<file path="config.mk">
export PLATFORM = sky130hd
export DESIGN_NAME = des_decrypt_core
export DESIGN_NICKNAME = d
export VERILOG_FILES = /design/src/rtl/Definitions.sv /design/src/rtl/des_f_func.sv /design/src/rtl/des_decrypt_core.sv
export SDC_FILE = /design/constraint.sdc
export NUM_CORES = 1
export LEC_CHECK = 0
export CORE_ASPECT_RATIO = 1.25
export CORE_MARGIN = 2
export CORE_UTILIZATION = 57
export CTS_CLUSTER_DIAMETER = 120
export CTS_CLUSTER_SIZE = 28
export DETAILED_ROUTE_END_ITERATION = 10
export PLACE_DENSITY = 0.82
export SLEW_MARGIN = 40
export SYNTH_ARGS = -nofsm -noshare
export SYNTH_HDL_FRONTEND = slang
export SYNTH_SLANG_ARGS = --single-unit
</file>
<file path="constraint.sdc">
create_clock -name clk -period 6.1 [get_ports clk]
set_input_delay 1.22 -clock clk [delete_from_list [all_inputs] [get_ports clk]]
set_output_delay 1.22 -clock clk [all_outputs]
set_load 0.01 [all_outputs]
</file>
<file path="src/rtl/Definitions.sv">
// DES constant tables, key schedule data and FSM state encoding.
// Table entries use DES numbering: entry value 1 is the MSB of the source word.
package des_pkg;

    typedef enum logic [1:0] {
        S_IDLE  = 2'd0,
        S_ROUND = 2'd1,
        S_DONE  = 2'd2
    } state_t;

    localparam byte unsigned IP_T [64] = '{
        58, 50, 42, 34, 26, 18, 10, 2,
        60, 52, 44, 36, 28, 20, 12, 4,
        62, 54, 46, 38, 30, 22, 14, 6,
        64, 56, 48, 40, 32, 24, 16, 8,
        57, 49, 41, 33, 25, 17,  9, 1,
        59, 51, 43, 35, 27, 19, 11, 3,
        61, 53, 45, 37, 29, 21, 13, 5,
        63, 55, 47, 39, 31, 23, 15, 7
    };

    localparam byte unsigned FP_T [64] = '{
        40, 8, 48, 16, 56, 24, 64, 32,
        39, 7, 47, 15, 55, 23, 63, 31,
        38, 6, 46, 14, 54, 22, 62, 30,
        37, 5, 45, 13, 53, 21, 61, 29,
        36, 4, 44, 12, 52, 20, 60, 28,
        35, 3, 43, 11, 51, 19, 59, 27,
        34, 2, 42, 10, 50, 18, 58, 26,
        33, 1, 41,  9, 49, 17, 57, 25
    };

    localparam byte unsigned E_T [48] = '{
        32,  1,  2,  3,  4,  5,  4,  5,
         6,  7,  8,  9,  8,  9, 10, 11,
        12, 13, 12, 13, 14, 15, 16, 17,
        16, 17, 18, 19, 20, 21, 20, 21,
        22, 23, 24, 25, 24, 25, 26, 27,
        28, 29, 28, 29, 30, 31, 32,  1
    };

    localparam byte unsigned P_T [32] = '{
        16,  7, 20, 21, 29, 12, 28, 17,
         1, 15, 23, 26,  5, 18, 31, 10,
         2,  8, 24, 14, 32, 27,  3,  9,
        19, 13, 30,  6, 22, 11,  4, 25
    };

    localparam byte unsigned PC1_T [56] = '{
        57, 49, 41, 33, 25, 17,  9,
         1, 58, 50, 42, 34, 26, 18,
        10,  2, 59, 51, 43, 35, 27,
        19, 11,  3, 60, 52, 44, 36,
        63, 55, 47, 39, 31, 23, 15,
         7, 62, 54, 46, 38, 30, 22,
        14,  6, 61, 53, 45, 37, 29,
        21, 13,  5, 28, 20, 12,  4
    };

    localparam byte unsigned PC2_T [48] = '{
        14, 17, 11, 24,  1,  5,  3, 28,
        15,  6, 21, 10, 23, 19, 12,  4,
        26,  8, 16,  7, 27, 20, 13,  2,
        41, 52, 31, 37, 47, 55, 30, 40,
        51, 45, 33, 48, 44, 49, 39, 56,
        34, 53, 46, 42, 50, 36, 29, 32
    };

    // Encryption left-shift amounts, rounds 1..16
    localparam logic [1:0] SHIFT_T [16] = '{
        2'd1, 2'd1, 2'd2, 2'd2, 2'd2, 2'd2, 2'd2, 2'd2,
        2'd1, 2'd2, 2'd2, 2'd2, 2'd2, 2'd2, 2'd2, 2'd1
    };

    // Indexed by {b5,b0,b4..b1} of the 6-bit S-box input
    localparam logic [3:0] SBOX_T [8][64] = '{
        '{14, 4,13, 1, 2,15,11, 8, 3,10, 6,12, 5, 9, 0, 7,
           0,15, 7, 4,14, 2,13, 1,10, 6,12,11, 9, 5, 3, 8,
           4, 1,14, 8,13, 6, 2,11,15,12, 9, 7, 3,10, 5, 0,
          15,12, 8, 2, 4, 9, 1, 7, 5,11, 3,14,10, 0, 6,13},
        '{15, 1, 8,14, 6,11, 3, 4, 9, 7, 2,13,12, 0, 5,10,
           3,13, 4, 7,15, 2, 8,14,12, 0, 1,10, 6, 9,11, 5,
           0,14, 7,11,10, 4,13, 1, 5, 8,12, 6, 9, 3, 2,15,
          13, 8,10, 1, 3,15, 4, 2,11, 6, 7,12, 0, 5,14, 9},
        '{10, 0, 9,14, 6, 3,15, 5, 1,13,12, 7,11, 4, 2, 8,
          13, 7, 0, 9, 3, 4, 6,10, 2, 8, 5,14,12,11,15, 1,
          13, 6, 4, 9, 8,15, 3, 0,11, 1, 2,12, 5,10,14, 7,
           1,10,13, 0, 6, 9, 8, 7, 4,15,14, 3,11, 5, 2,12},
        '{ 7,13,14, 3, 0, 6, 9,10, 1, 2, 8, 5,11,12, 4,15,
          13, 8,11, 5, 6,15, 0, 3, 4, 7, 2,12, 1,10,14, 9,
          10, 6, 9, 0,12,11, 7,13,15, 1, 3,14, 5, 2, 8, 4,
           3,15, 0, 6,10, 1,13, 8, 9, 4, 5,11,12, 7, 2,14},
        '{ 2,12, 4, 1, 7,10,11, 6, 8, 5, 3,15,13, 0,14, 9,
          14,11, 2,12, 4, 7,13, 1, 5, 0,15,10, 3, 9, 8, 6,
           4, 2, 1,11,10,13, 7, 8,15, 9,12, 5, 6, 3, 0,14,
          11, 8,12, 7, 1,14, 2,13, 6,15, 0, 9,10, 4, 5, 3},
        '{12, 1,10,15, 9, 2, 6, 8, 0,13, 3, 4,14, 7, 5,11,
          10,15, 4, 2, 7,12, 9, 5, 6, 1,13,14, 0,11, 3, 8,
           9,14,15, 5, 2, 8,12, 3, 7, 0, 4,10, 1,13,11, 6,
           4, 3, 2,12, 9, 5,15,10,11,14, 1, 7, 6, 0, 8,13},
        '{ 4,11, 2,14,15, 0, 8,13, 3,12, 9, 7, 5,10, 6, 1,
          13, 0,11, 7, 4, 9, 1,10,14, 3, 5,12, 2,15, 8, 6,
           1, 4,11,13,12, 3, 7,14,10,15, 6, 8, 0, 5, 9, 2,
           6,11,13, 8, 1, 4,10, 7, 9, 5, 0,15,14, 2, 3,12},
        '{13, 2, 8, 4, 6,15,11, 1,10, 9, 3,14, 5, 0,12, 7,
           1,15,13, 8,10, 3, 7, 4,12, 5, 6,11, 0,14, 9, 2,
           7,11, 4, 1, 9,12,14, 2, 0, 6,10,13,15, 3, 5, 8,
           2, 1,14, 7, 4,10, 8,13,15,12, 9, 0, 3, 5, 6,11}
    };

    function automatic logic [63:0] ip_perm(input logic [63:0] x);
        logic [63:0] y;
        y = '0;
        for (int i = 0; i < 64; i++) y[63-i] = x[64-int'(IP_T[i])];
        return y;
    endfunction

    function automatic logic [63:0] fp_perm(input logic [63:0] x);
        logic [63:0] y;
        y = '0;
        for (int i = 0; i < 64; i++) y[63-i] = x[64-int'(FP_T[i])];
        return y;
    endfunction

    function automatic logic [47:0] e_exp(input logic [31:0] x);
        logic [47:0] y;
        y = '0;
        for (int i = 0; i < 48; i++) y[47-i] = x[32-int'(E_T[i])];
        return y;
    endfunction

    function automatic logic [31:0] p_perm(input logic [31:0] x);
        logic [31:0] y;
        y = '0;
        for (int i = 0; i < 32; i++) y[31-i] = x[32-int'(P_T[i])];
        return y;
    endfunction

    function automatic logic [55:0] pc1_perm(input logic [63:0] x);
        logic [55:0] y;
        y = '0;
        for (int i = 0; i < 56; i++) y[55-i] = x[64-int'(PC1_T[i])];
        return y;
    endfunction

    function automatic logic [47:0] pc2_perm(input logic [55:0] x);
        logic [47:0] y;
        y = '0;
        for (int i = 0; i < 48; i++) y[47-i] = x[56-int'(PC2_T[i])];
        return y;
    endfunction

    function automatic logic [27:0] rotr28(input logic [27:0] x, input logic [1:0] s);
        logic [27:0] y;
        unique case (s)
            2'd1:    y = {x[0], x[27:1]};
            2'd2:    y = {x[1:0], x[27:2]};
            default: y = x;
        endcase
        return y;
    endfunction

    function automatic logic key_par_ok(input logic [63:0] k);
        logic ok;
        ok = 1'b1;
        for (int i = 0; i < 8; i++) ok = ok & (^k[8*i +: 8]);
        return ok;
    endfunction

endpackage

</file>
<file path="src/rtl/des_f_func.sv">
// DES round function f(R,K): expansion, subkey mix, eight S-boxes, P permutation.
module des_f_func
    import des_pkg::*;
(
    input  logic [31:0] i_r,
    input  logic [47:0] i_k,
    output logic [31:0] o_f
);

    logic [47:0] w_x;
    logic [31:0] w_s;

    assign w_x = e_exp(i_r) ^ i_k;

    always_comb begin
        w_s = '0;
        for (int i = 0; i < 8; i++) begin
            w_s[31-4*i -: 4] = SBOX_T[i][{w_x[47-6*i], w_x[42-6*i],
                                          w_x[46-6*i -: 4]}];
        end
    end

    assign o_f = p_perm(w_s);

endmodule

</file>
<file path="src/rtl/des_decrypt_core.sv">
// Iterative DES decryption core, one round per cycle, valid/ready at both ends.
// Define DES_KEY_PARITY_EN to add the key odd-parity check and key_err output.
module des_decrypt_core
    import des_pkg::*;
(
    input  logic        clk,
    input  logic        rst_n,
    input  logic        in_valid,
    output logic        in_ready,
    input  logic [63:0] cipher_in,
    input  logic [63:0] key_in,
    output logic        out_valid,
    input  logic        out_ready,
    output logic [63:0] plain_out
`ifdef DES_KEY_PARITY_EN
    ,
    output logic        key_err
`endif
);

    state_t      r_state;
    state_t      w_next;
    logic [3:0]  r_cnt;
    logic [31:0] r_l;
    logic [31:0] r_r;
    logic [27:0] r_c;
    logic [27:0] r_d;
    logic [63:0] r_plain;
    logic [63:0] w_ip;
    logic [55:0] w_cd0;
    logic [1:0]  w_shift;
    logic [3:0]  w_sidx;
    logic [27:0] w_c;
    logic [27:0] w_d;
    logic [47:0] w_k;
    logic [31:0] w_f;
    logic [31:0] w_r_new;
    logic        w_key_bad;
    logic        w_last;

    assign w_ip   = ip_perm(cipher_in);
    assign w_cd0  = pc1_perm(key_in);
    assign w_last = (r_cnt == 4'd15);

    // Round j undoes the shift of encryption round 18-j; 0-r_cnt == 16-r_cnt here
    assign w_sidx  = 4'd0 - r_cnt;
    assign w_shift = (r_cnt == 4'd0) ? 2'd0 : SHIFT_T[w_sidx];
    assign w_c     = rotr28(r_c, w_shift);
    assign w_d     = rotr28(r_d, w_shift);
    assign w_k     = pc2_perm({w_c, w_d});
    assign w_r_new = r_l ^ w_f;

`ifdef DES_KEY_PARITY_EN
    logic r_key_err;
    assign w_key_bad = ~key_par_ok(key_in);
    assign key_err   = r_key_err;
`else
    assign w_key_bad = 1'b0;
`endif

    des_f_func u_f (
        .i_r (r_r),
        .i_k (w_k),
        .o_f (w_f)
    );

    always_ff @(posedge clk) begin
        if (!rst_n) r_state <= S_IDLE;
        else        r_state <= w_next;
    end

    always_comb begin
        w_next = r_state;
        unique case (r_state)
            S_IDLE:  if (in_valid) w_next = w_key_bad ? S_DONE : S_ROUND;
            S_ROUND: if (w_last) w_next = S_DONE;
            S_DONE:  if (out_ready) w_next = S_IDLE;
            default: w_next = S_IDLE;
        endcase
    end

    always_comb begin
        in_ready  = 1'b0;
        out_valid = 1'b0;
        unique case (r_state)
            S_IDLE:  in_ready = 1'b1;
            S_DONE:  out_valid = 1'b1;
            default: ;
        endcase
    end

    always_ff @(posedge clk) begin
        if (!rst_n) begin
            r_cnt   <= '0;
            r_l     <= '0;
            r_r     <= '0;
            r_c     <= '0;
            r_d     <= '0;
            r_plain <= '0;
`ifdef DES_KEY_PARITY_EN
            r_key_err <= 1'b0;
`endif
        end else begin
            unique case (r_state)
                S_IDLE: if (in_valid) begin
                    r_l   <= w_ip[63:32];
                    r_r   <= w_ip[31:0];
                    r_c   <= w_cd0[55:28];
                    r_d   <= w_cd0[27:0];
                    r_cnt <= '0;
                    if (w_key_bad) r_plain <= '0;
`ifdef DES_KEY_PARITY_EN
                    r_key_err <= w_key_bad;
`endif
                end
                S_ROUND: begin
                    r_l   <= r_r;
                    r_r   <= w_r_new;
                    r_c   <= w_c;
                    r_d   <= w_d;
                    r_cnt <= r_cnt + 4'd1;
                    // Final swap: output is FP(R16 || L16)
                    if (w_last) r_plain <= fp_perm({w_r_new, r_r});
                end
                default: ;
            endcase
        end
    end

    assign plain_out = r_plain;

endmodule
</file>
; ---- Yosys cells after proc, flatten, opt, wreduce, memory -nomap -nowiden
; Memory sizes are Yosys's and may differ from the RTL's.
; Cells that the tools add are included.
[totals]
reg_bits = 190
latchBits = 0
mem_bits_rw = 0
rom_bits = 2080
input_bits = 132
output_inout_bits = 66
mem_count = 9
[memory_table]
columns = name, words, width, read_ports, rd_ports_with_merged_regs, wr, line_no
row1 = (name not given), 64, 4, 1, 0, 0, des_f_func.sv:18  ; w_s[31-4*i -: 4] = SBOX_T[i][{w_x[47-6*i], w_x[42-6*i],
row2 = (name not given), 64, 4, 1, 0, 0, des_f_func.sv:18
row3 = (name not given), 64, 4, 1, 0, 0, des_f_func.sv:18
row4 = (name not given), 64, 4, 1, 0, 0, des_f_func.sv:18
row5 = (name not given), 64, 4, 1, 0, 0, des_f_func.sv:18
row6 = (name not given), 64, 4, 1, 0, 0, des_f_func.sv:18
row7 = 3 more memories, -, -, -, -, -, -
[classes]
addsub = 2
n_mul = 0
div = 0
n_lt_le_gt_ge = 9
eq_ne = 9
n_shift = 0
mux = 37
n_bitwise = 11
reduce_logical = 7
[op_table]
columns = operator, n
row1 = $pmux 28 s2, 4
row2 = $pmux 32 s2, 2
row3 = $mux 4, 17
row4 = $mux 32, 2
row5 = $ge 7x7->1 const B, 8
row6 = $mux 28, 2
row7 = $not 6->7, 8
row8 = $xor 48x48->48, 1
row9 = $xor 32x32->32, 1
row10 = $mux 2, 6
row11 = $pmux 4 s2, 1
row12 = $ne 2x2->1 const B, 3
row13 = $pmux 2 s3, 1
row14 = $reduce_and 3->1, 2
row15 = $ge 5x5->1 const B, 1
row16 = $not 4->5, 1
row17 = $add 4x1->4 const B, 1
row18 = $eq 2x1->1 const B, 2
row19 = $eq 2x2->1 const B, 2
row20 = $eq 4x4->1 const B, 1
row21 = $logic_not 4->1, 1
row22 = $reduce_and 2->1, 2
row23 = $sub 1x4->4 const A, 1
row24 = $ne 3x1->1 const B, 1
row25 = 3 further kinds, 4

; ---- Depth between registers and ports, before layout
; Gate-level depths: netlist (run 1).
[logic_depth]
ltp_word = 15
ltp_mapped = 25
ltp_nobuf = 22

; ---- By module
; Synthesis (run 1) repeated with hierarchy kept, for this count alone.
[unflattened]
cells_unflattened = 1834
hier_area_um2 = 14811.7
[by_module_without_submodules]
columns = module, instances, cells_per_inst, area_per_inst_um2, seq_area_each_um2
row1 = des_decrypt_core, 1, 1135, 9567.9, 3803.6
row2 = des_f_func, 1, 699, 5243.8, 0.0

; ---- Worst setup path after synthesis (run 1)
; OpenSTA, ideal clock, no wires.
[synth_timing]
kind = register to register
from = register r_cnt[2]
to = register r_plain[28] (netlist: plain_out[28])
setup_time_ps = 128
arrival_ps = 4590
t_required_ps = 5972
slack_ps = 1381
path_stages_with_launch = 25
n_path_buf = 6
synth_period_minus_slack_ps = 4719
path_cell_list = dfxtp_1 -> clkbuf_1 -> nor3_1 -> xnor2_1 -> nor2_1 -> and3_1 -> or3_1 -> ha_1 -> buf_6 -> buf_6 -> buf_6 -> buf_4 -> a221o_1 -> o21ai_2 -> xnor2_1 -> ha_1 -> clkbuf_1 -> inv_1 -> nor3_1 -> a21oi_1 -> mux2i_1 -> mux2_2 -> a22oi_1 -> mux2i_1 -> a21oi_1
[synth_between]
elab_chain_len = 14
elab_cells_between_ends = 18
cone_classes = 1 x add/sub / 3 x eq/ne / 6 x mux / 4 x bitwise / 2 x reduce/logical / 2 x memory
[synth_lines]
columns = element, line_no
row1 = from (decl), des_decrypt_core.sv:23  ; logic [3:0] r_cnt;
row2 = from (signal assigned), des_decrypt_core.sv:121  ; r_cnt <= r_cnt + 4'd1;
row3 = $sub 1x4->4, des_decrypt_core.sv:46  ; assign w_sidx = 4'd0 - r_cnt;
row4 = $not 4->5 (not written as such), des_decrypt_core.sv:47  ; assign w_shift = (r_cnt == 4'd0) ? 2'd0 : SHIFT_T[w_sidx];
row5 = $mem_v2 16x2, -
row6 = $mux 2 (not written as such) (2 in a row), des_decrypt_core.sv:47
row7 = $mux 2, des_decrypt_core.sv:47
row8 = $eq 2x2->1 / $eq 2x1->1 (equally long branches), Definitions.sv:155  ; unique case (s)
row9 = $pmux 28 s2, Definitions.sv:155
row10 = $xor 48x48->48, des_f_func.sv:13  ; assign w_x = e_exp(i_r) ^ i_k;
row11 = $not 6->7 (not written as such), des_f_func.sv:18
row12 = $mem_v2 64x4, -
row13 = $mux 4 (not written as such) (2 in a row), des_f_func.sv:18
row14 = $xor 32x32->32, des_decrypt_core.sv:51  ; assign w_r_new = r_l ^ w_f;
row15 = to (signal assigned), des_decrypt_core.sv:123  ; if (w_last) r_plain <= fp_perm({w_r_new, r_r});
row16 = to (decl), des_decrypt_core.sv:28  ; logic [63:0] r_plain;
; Parallel ways exist; a longest one is shown, timed or not. The select of a mux whose other input is x is not followed.
; A chain may end at the register's enable or synchronous reset.

; ---- Worst setup path in the final report (run 1)
[layout_timing]
from = register r_cnt[0]
to = register r_r[5]
[layout_between]
elab_chain_len = 15
elab_cells_between_ends = 17
cone_classes = 1 x add/sub / 2 x eq/ne / 7 x mux / 4 x bitwise / 1 x reduce/logical / 2 x memory
[layout_lines]
columns = element, line_no
row1 = $sub 1x4->4, des_decrypt_core.sv:46
row2 = $not 4->5 (not written as such), des_decrypt_core.sv:47
row3 = $mem_v2 16x2, -
row4 = $mux 2 (not written as such) (2 in a row), des_decrypt_core.sv:47
row5 = $mux 2 (*), des_decrypt_core.sv:47
row6 = $eq 2x2->1 / $eq 2x1->1 (equally long branches), Definitions.sv:155
row7 = $pmux 28 s2 (*), Definitions.sv:155
row8 = $xor 48x48->48 (*), des_f_func.sv:13
row9 = $not 6->7 (not written as such) (*), des_f_func.sv:18
row10 = $mem_v2 64x4 (*), -
row11 = $mux 4 (not written as such) (*) (2 in a row), des_f_func.sv:18
row12 = $xor 32x32->32 (*), des_decrypt_core.sv:51
row13 = $pmux 32 s2 (*), des_decrypt_core.sv:104  ; unique case (r_state)
row14 = to (signal assigned), des_decrypt_core.sv:107  ; r_r <= w_ip[31:0];
row15 = to (signal assigned), des_decrypt_core.sv:118  ; r_r <= w_r_new;
row16 = to (decl), des_decrypt_core.sv:25  ; logic [31:0] r_r;
; Every way passes the cells marked *; elsewhere a longest branch is shown, timed or not. The select of a mux whose other input is x is not followed.

==> results of run 1 <==
area by class of cell:
cell class | count | share of cell area (%)
Timing Repair Buffer | 241 | 13.0
Multi-Input combinational cell | 1577 | 59.1
Clock buffer | 17 | 2.39
Sequential cell | 190 | 21.4
Tap cell | 340 | 2.39
Clock inverter | 14 | 0.878
Inverter | 38 | 0.836
logic make-up (layout without fill, tap and decap cells):
group / Yosys count / count (layout) / synth area share [%]
buffers and inverters: 211 / 310 / 6.35
xor gates and xnor gates: 85 / 85 / 5.80
muxes: 68 / 68 / 5.14
AOI/OAI and AO/OA: 689 / 689 / 31.8
adders and majority gates: 70 / 70 / 5.73
DFF: 190 / 190 / 25.0
and+or+nand+nor: 665 / 665 / 20.2
through the flow:
| step | hold WS, ns | instance area (um2) | power (mW) | instances | utilization, % |
|---|---|---|---|---|---|
| global route | 0.473 | 17800 | 6.59 | 2417 | 68.0 |
| CTS | 0.459 | 17800 | 6.17 | 2416 | 67.8 |
| finish | 0.459 | 17800 | 6.25 | 2417 | 68.0 |
| floorplan | 0.459 | 15200 | 4.08 | 1978 | - |
| global placement | 0.445 | 17200 | 5.00 | 2385 | 65.5 |
| detailed placement | 0.449 | 17200 | 5.05 | 2385 | 65.6 |
routing by layer:
layer,track usage (%),wire [um],vias up
met2,61.3,25400,803
met4,25.4,4130,0
met3,5.33,3760,199
met1,44.6,20400,7749
met5,0,0,-
li1,-,-,7517
worst min-delay path, stage by stage, from the launching register on:
cell and delay, ns:
dfxtp_1 0.31, nand2_1 0.05, a21oi_1 0.05
synthesized netlist by cell type (18+ instances only):
| library cell | n | area share [%] |
|---|---|---|
| a221o_1 | 29 | 1.9 |
| dfxtp_1 | 190 | 25 |
| a21oi_1 | 135 | 4.4 |
| a22oi_1 | 31 | 1.5 |
| ha_1 | 69 | 5.7 |
| o21ai_0 | 153 | 5.0 |
| a311oi_1 | 20 | 1.1 |
| inv_1 | 28 | 0.69 |
| xor2_1 | 18 | 1.0 |
| or3_1 | 26 | 1.1 |
| xnor2_1 | 53 | 3.0 |
| nand2_1 | 231 | 5.7 |
| o211ai_1 | 48 | 2.4 |
| a221oi_1 | 52 | 3.0 |
| buf_2 | 27 | 0.89 |
| a211oi_1 | 32 | 1.6 |
| o21ai_1 | 27 | 0.89 |
| nor3_1 | 68 | 2.2 |
| clkbuf_1 | 115 | 2.8 |
| mux2i_1 | 49 | 3.2 |
| nand3_1 | 59 | 1.9 |
| nor2_1 | 156 | 3.8 |
| nor2b_1 | 34 | 1.4 |
cell usage in the layout, fill, tap and decap left out, types with 10 or more instances in the layout:
cell type	n
nor3_1	68
mux2i_1	49
a211oi_1	32
nor2_1	149
xnor2_1	50
a311oi_1	20
a221o_1	29
a221oi_2	13
o221a_2	10
clkdlybuf4s50_1	188
dfxtp_1	189
clkbuf_16	17
o21ai_1	27
a31oi_1	10
buf_4	48
a22oi_1	31
o21a_1	12
and2_1	11
mux2_2	11
o311ai_0	12
nand3_1	59
inv_1	28
nand2b_1	11
nor4_1	17
o21ai_0	153
o211ai_1	48
xor2_1	18
or3_1	26
a221oi_1	52
a21oi_1	135
xnor2_2	11
o21ai_2	13
ha_1	67
nand2_1	231
nor2b_1	33
state kept, by name (all words and copies together) (netlist names):
name	count
r_l	32
plain_out	64
r_d	28
r_c	28
r_state	2
r_cnt	4
r_r	32
power breakdown:
| part | internal, mW | leakage (nW) | total [mW] | switching [mW] |
|---|---|---|---|---|
| Combinational | 1.44 | 4.70 | 3.59 | 2.15 |
| Sequential | 1.34 | 1.56 | 1.55 | 0.209 |
| Clock | 0.548 | 0.285 | 1.12 | 0.568 |
| Total | 3.32 | 6.55 | 6.25 | 2.93 |
worst max path at each step:
stage               startpoint  slack [ns]       endpoint  depth (start not counted)
global placement      r_cnt[0]        0.76  plain_out[28]                         21
floorplan             r_cnt[2]        1.38  plain_out[28]                         24
finish                r_cnt[0]        0.51         r_r[5]                         20
global route          r_cnt[2]        0.23         r_r[5]                         20
CTS                   r_cnt[0]        0.62  plain_out[28]                         21
detailed placement    r_cnt[0]        0.68  plain_out[28]                         21
==> impl_metrics.ini, run 1 <==
[detailed_routing]
vias_per_cell = 6.73
drc = 0
first_pass_iters = 7
ant_nets = 0
wl_um = 53700
vias = 16300
detail_route.wl_per_cell_um = 22.2
drt_iter0_markers = 1656

[worst_hold_path]
min_from = plain_out[21]
hold_end = plain_out[21]
hold_depth = 2
min_path_type = flop to flop

[sta]
setup_tns_ns = 0
rsz0062_at_grt = false
fin_ws_ns = 0.515
timing.fmax_mhz = 179
tightest_slew_ns = 0.879
relSlewSlack_pct = 41.4
finalHoldViolCount = 0
drv_slew = 0
fin_worst_skew_ns = 0.0117
setup_viol = 0
min_period_ns = 5.59
fin_crit_sh_pct = 91.6

[clocking]
tritoncts = yes
cts_sinks = 190
postCtsSetupBuffers = 0
clkTransAtPathRegs_ns = 0.08
cts_buffers = 17
ctsHoldBuffers = 0
htree_levels = 4
root_buffer = clkbuf_16
clock_latency_ns = 0.45
ctsResizeCount = 0
cts_buffer_depth = 2

[setup_path]
worst-path-max-fanout = 25
path_common_cell = inv_1
cp.arrival_ns = 5.96
crit_path_end_kind = flop
required_ns = 6.48
regToRegSetupSlack_ns = 0.51
worstSetupPathType = flop to flop
crit_family = simple AND/OR/NAND/NOR gates
start_kind = flop
regToRegStartpoint = r_cnt[0]
path_cells = inv_1 > ha_1 > nor2_1 > o21ai_0 > and2_1 > or3_1 > inv_1 > ha_2 > a221oi_1 > o21ai_0 > and2_1 > inv_1 > ha_1 > nor3_1 > o311a_1 > nor4_1 > buf_4 > xnor2_1 > nand2_1 > a21oi_1
critPathBufInv = 4
slowest_delay_ns = 0.62
reg2reg_depth = 20
cpMaxStageDelayCell = nor4_1
reg2reg_to = r_r[5]

[global_route]
antenna_found_initial = 0
grt_start_max_net_pins = 94
track_usage_pct = 37.3
grt_pass1_wl_um = 83600
gr-total-overflow = 0
first_global_vias = 15400

[floorplanning]
die_h_um = 187
core_mm2 = 0.0262
ios = 198
die_area_mm2 = 0.0281
rows = 66
start_util_pct = 58.2
die_x_um = 150

[logic_synthesis]
syn_area_per_cell_um2 = 7.70
ys_seq_elements = 190
netlist_area_mm2 = 0.0152
syn_nets = 2179
ys_types = 96
async_reset_ff_share_pct = 0
yosys_warnings = 0
syn_inst = 1978
synth_seq_area_share_pct = 25.0
ys.flop_type = dfxtp_1
synth_edf_count = 0

[power]
p_leak_nw = 6.55
power_density_mw_per_mm2 = 351
vdd_drop_max_v = 0.000248

[placed_design]
dp_hpwl_um = 38500
place_congestion = 0.947
io_buffer_count = 189
dp_slack_ns = 0.681

[finish]
seq_area_mm2 = 0.00380
antenna_cells = 0
drive_gt1_share_pct = 10.3
nets = 2266
multi_input_area_mm2 = 0.0105
fillers = 2229
area_delta_synth_final_pct = 16.9

[outcome]
status = complete, no violations

[flow_run]
maxCapViolCount = 0
Note: power is estimated with default switching activity, not from simulation.
==> inputs of run 2 (changes only) <==
--- a/config.mk
+++ b/config.mk
@@ -6,7 +6,7 @@
 export NUM_CORES = 1
 export LEC_CHECK = 0
 export CORE_ASPECT_RATIO = 1.25
-export CORE_MARGIN = 2
+export CORE_MARGIN = 1.5
 export CORE_UTILIZATION = 57
 export CTS_CLUSTER_DIAMETER = 120
 export CTS_CLUSTER_SIZE = 28
==> run 2 against run 1 <==
Net effect:
- wire length up 1.1%
- first-iteration DRC count fell by 0.54%
- non-clock buffer count grew 8
- register-to-register slack got worse by 0.16 ns
- critical endpoint is now r_r[21]
- hold slack worse by 0.0032 ns
- critical path type unchanged
- setup slack worse by 0.16 ns
- sequential power about the same
- die area down 1.2%
- design area up 0.34%
- combinational power is 1% higher
==> impl_metrics.ini, run 2 (synthesis gave the netlist of run 1 again) <==
[power]
power_mw = 6.34
power_density_mw_per_mm2 = 355
p_leak_nw = 6.58
vdd_drop_max_v = 0.000243

[finish]
multi_input_area_mm2 = 0.0105
antenna_cells = 0
nets = 2274
final_cell_count_no_fill = 2425
seq_area_mm2 = 0.00380
layout_common_cells = nand2_1 (231), dfxtp_1 (189), clkdlybuf4s50_1 (188), o21ai_0 (153), nor2_1 (150)
area_delta_synth_final_pct = 17.3
final_common_cell = nand2_1
drive_gt1_share_pct = 10.6
fillers = 2210
largest_register_ffs = 64
final_area_mm2 = 0.0179

[outcome]
status = complete, no violations

[sta]
tightest_slew_ns = 0.879
finalHoldViolCount = 0
rsz0062_at_grt = false
fin_worst_skew_ns = 0.0102
drv_slew = 0
timing.fmax_mhz = 174
setup_tns_ns = 0
min_period_ns = 5.75
setup_viol = 0
relSlewSlack_pct = 41.3
fin_ws_ns = 0.355
fin_crit_sh_pct = 94.2

[floorplanning]
die_x_um = 149
ios = 198
die_h_um = 186
rows = 66
core_mm2 = 0.0262
start_util_pct = 58.2
die_area_mm2 = 0.0277

[setup_path]
path_cells = inv_1 > ha_1 > nor2_1 > o21ai_0 > and2_1 > or3_1 > inv_1 > ha_2 > a221o_1 > o21ai_2 > xnor2_2 > inv_1 > ha_1 > a2111oi_0 > a311oi_1 > a311oi_1 > buf_4 > xor2_1 > o211ai_1
critPathLaunch = r_cnt[0]
endpoint = r_r[21]
worst-path-max-fanout = 24
start_kind = flop
crit_family = compound AO/OA/AOI/OAI gates
crit_path_end_kind = flop
crit_cells = 19
required_ns = 6.42
regToRegStartpoint = r_cnt[0]
worstSetupPathType = flop to flop
regToRegSetupSlack_ns = 0.35
cpMaxStageDelayCell = xnor2_2
reg2reg_to = r_r[21]
slowest_delay_ns = 0.60
cp.arrival_ns = 6.07
reg2reg_depth = 19
critPathBufInv = 4
path_common_cell = inv_1

[clocking]
clkTransAtPathRegs_ns = 0.08
root_buffer = clkbuf_16
tritoncts = yes
clock_latency_ns = 0.46
htree_levels = 4
cts_sinks = 190
ctsResizeCount = 0
cts_buffers = 17
postCtsSetupBuffers = 0
cts_buffer_depth = 2
ctsHoldBuffers = 0

[placed_design]
dp_hpwl_um = 38900
place_congestion = 0.973
dp_slack_ns = 0.354
io_buffer_count = 189
place_area_mm2 = 0.0173
dp_cells = 2394

[detailed_routing]
first_pass_iters = 6
detail_route.wl_per_cell_um = 22.4
ant_nets = 0
vias_per_cell = 6.75
drc = 0
vias = 16400
wl_um = 54300
drt_iter0_markers = 1647

[global_route]
first_global_vias = 15300
gr-total-overflow = 0
track_usage_pct = 38.4
grt_pass1_wl_um = 83200
antenna_found_initial = 0
grt_start_max_net_pins = 95

[worst_hold_path]
min_path_type = flop to flop

[flow_run]
maxCapViolCount = 0
==> run 2: how the worst min path moves through the flow <==
stage / from / end / slack, ns / cells past startpoint
6_report: plain_out[15] / plain_out[15] / 0.46 / 2
5_1_grt: plain_out[31] / plain_out[31] / 0.48 / 2
4_1_cts: plain_out[59] / plain_out[59] / 0.46 / 2
3_5_place_dp: plain_out[59] / plain_out[59] / 0.45 / 2
3_3_place_gp: plain_out[55] / plain_out[55] / 0.44 / 2
2_1_floorplan: r_r[13] / plain_out[19] / 0.46 / 2
==> run 2: stage by stage <==
step | util (%) | hold slack (ns)
2_1_floorplan | - | 0.459
3_3_place_gp | 65.7 | 0.442
3_5_place_dp | 65.9 | 0.446
4_1_cts | 68.2 | 0.456
5_1_grt | 68.3 | 0.484
6_report | 68.3 | 0.456
==> run 2: per-layer routing <==
metal | part of all wire, % | up-vias | GRT usage, %
met5 | 0 | - | 0
met4 | 7.3 | 0 | 26.7
met3 | 7.0 | 201 | 5.05
met2 | 48 | 765 | 64.8
met1 | 37 | 7857 | 45.2
li1 | - | 7544 | -
==> run 2: power by group <==
group / switching (mW) / total (mW) / leakage (nW) / internal [mW]
registers: 0.210 / 1.55 / 1.56 / 1.34
clock network: 0.595 / 1.15 / 0.287 / 0.555
logic: 2.18 / 3.64 / 4.74 / 1.46
==> run 2: tightest hold or removal path, stage by stage, from the launching register on <==
cell     delay, ns
dfxtp_1       0.31
nand2_1       0.05
a21oi_1       0.05
==> run 2: cell type report <==
cell class | count | area share, %
Clock buffer | 17 | 2.38
Clock inverter | 14 | 0.931
Inverter | 38 | 0.833
Multi-Input combinational cell | 1577 | 59.0
Sequential cell | 190 | 21.3
Tap cell | 340 | 2.38
Timing Repair Buffer | 249 | 13.2
==> RTL edit: new RTL, settings of run 2 <==
The 3 states of `state_t` get a one-hot encoding in 3 bits.
--- a/src/rtl/Definitions.sv
+++ b/src/rtl/Definitions.sv
@@ -3,8 +3,8 @@
 package des_pkg;
 
-    typedef enum logic [1:0] {
-        S_IDLE  = 2'd0,
-        S_ROUND = 2'd1,
-        S_DONE  = 2'd2
+    typedef enum logic [2:0] {
+        S_IDLE  = 3'b001,
+        S_ROUND = 3'b010,
+        S_DONE  = 3'b100
     } state_t;
 
Check against the original RTL: same outputs for any inputs over 4 cycles, from zero or initial values and one cycle with rst_n low; so few cycles prove little.
==> RTL edit against run 2 <==
Clock power is 7% higher; sequential cell count rose by 1; synthesized area up 6.6%; global-route usage rose by 1.8 points; power fell by 29%; design area is 5.3% higher; combinational power is 50% lower; worst setup slack improved by 0.015 ns; clock skew rose by 0.0029 ns; routed wire length rose by 12%; sequential share of layout area fell by 0.97 points; largest power group unchanged.
==> RTL edit: results (changes against run 2) <==
- Worst-case reg-to-reg path depth: 17 (-2)
- Seq cells: 191 (+0.53%)
- Total track usage: 40.26% (+1.8 points)
- Via/cell ratio: 6.936 (+2.8%)
- Total CTS buffers: 17 (unchanged)
- Met3 usage in global routing: 6.363% (+1.3 points)
- Placed cell count: 2564 (+7.1%)
- Inverters: 43 (+13%)
- DR iter-0 viols: 1696 (+3.0%)
- R2R Path Start: r_cnt[2]
- Top cells by count, synth: nand2_1 (350), dfxtp_1 (191), nor2_1 (176), clkbuf_1 (121), a21oi_1 (114)
- Routed length per placed instance: 23.33 um (+4.2%)
- Grt met2 use: 68.64% (+3.9 points)
- Synth area leaders: dfxtp_1 (24%), nand2_1 (8.1%), ha_1 (5.3%)
- Reg-to-Reg End: r_r[25]
- Total routed wirelength: 60.58 mm (+12%)
- Area of the multi-input gates: 11540 um2 (+9.4%)
- Clk cell area share: 3.338% (+0.026 points)
- Metal3 WL: 4.907 mm (+30%)
- #MultiIn Comb: 1752 (+11%)
- Vias in the first global route: 17010 (+11%)
- Storage cell area: 3824 um2 (+0.49%)
- Min-delay src: plain_out[51]
- Skew final: 0.01302 ns (+0.002864 ns)
- Crit path launch type: register
- First-pass GRT wire length: 93.53 mm (+12%)
- Filler cells: 2382 (+7.8%)
- Sequential element share of the synthesized area: 23.54% (-1.4 points)
- Mapped Cells: 2157 (+9.0%)
- GR Layer Usage met1: 45.32% (+0.14 points)
- Met2 WL: 28.67 mm (+9.3%)
- Worst Hold End: plain_out[51]
- Leakage: 6.982 nW (+6.1%)
- Nonclk buf count: 229 (-8.0%)
- Peak supply drop: 153.3 uV (-37%)
- Critical path fanouts, max: 52 (+120%)
- Syn Nets: 2358 (+8.2%)
- CP peak stage delay: 0.65 ns (+0.05 ns)
- Placer Congestion: 0.9911 (+1.8%)
- Hpwl dp: 44.12 mm (+13%)
- Max stage delay cell, worst path: ha_4
- Clock Path Buffers: 2 (unchanged)
- Pin count of the biggest net entering global routing: 84 (-12%)
- Status: finished, final reports clean
- Buffer share of cell area: 11.82% (-1.3 points)
- Max-slew headroom: 41.49% (+0.16 points)
- Share of layout cells above drive strength 1: 9.123% (-1.5 points)
- Met1 WL: 21.80 mm (+7.1%)
- Yosys cell types: 112 (+17%)
RTL edit: cell count changes in the layout (fill, tap and decap cells not counted), moves of 17 or more:
cell / run 2 / this run
a221oi_1: 52 / 34
a21oi_1: 135 / 114
xnor2_1: 49 / 25
a22oi_1: 31 / 14
a311oi_1: 20 / 58
o21ai_0: 153 / 106
buf_4: 57 / 36
nor3_1: 68 / 95
and3_1: 5 / 28
or3_1: 26 / 50
o21a_1: 12 / 30
nor2_1: 150 / 172
nand2_1: 231 / 349
mux2i_1: 49 / 30
RTL edit: per-stage QoR:
stage	hold WS (ns)	setup slack, ns	util (%)	instance area (um2)
floorplan	0.4624	1.292	-	16250
global placement	0.4431	0.8104	65.16	18130
detailed placement	0.4471	0.6166	65.26	18160
global route	0.4754	0.1225	67.64	18820
finish	0.4578	0.3691	67.64	18820
CTS	0.4573	0.6054	67.52	18790
RTL edit: worst register-to-register path, stage by stage (launching register included):
cell	delay, ns
dfxtp_1	0.51
nor3_1	0.10
xnor2_1	0.32
mux2i_1	0.16
o211ai_1	0.18
o21a_1	0.22
ha_4	0.65
a22oi_1	0.22
o21ai_2	0.27
xor2_2	0.35
inv_1	0.17
ha_1	0.32
a21boi_0	0.19
o41a_1	0.47
a2111oi_0	0.60
a21oi_1	0.13
xnor2_1	0.53
o22ai_1	0.18
RTL edit: where the power goes:
| group | internal, mW | switching (mW) |
|---|---|---|
| logic | 0.704 | 1.13 |
| clock network | 0.661 | 0.571 |
| registers | 1.31 | 0.139 |
| total | 2.68 | 1.84 |
RTL edit: logic make-up after synthesis:
kind of cell | synth area share (%)
buf+inv | 5.992
mux | 3.720
xor+xnor | 2.472
compound gates | 32.63
flops | 23.54
fa+ha+maj | 5.376
simple gates | 26.28
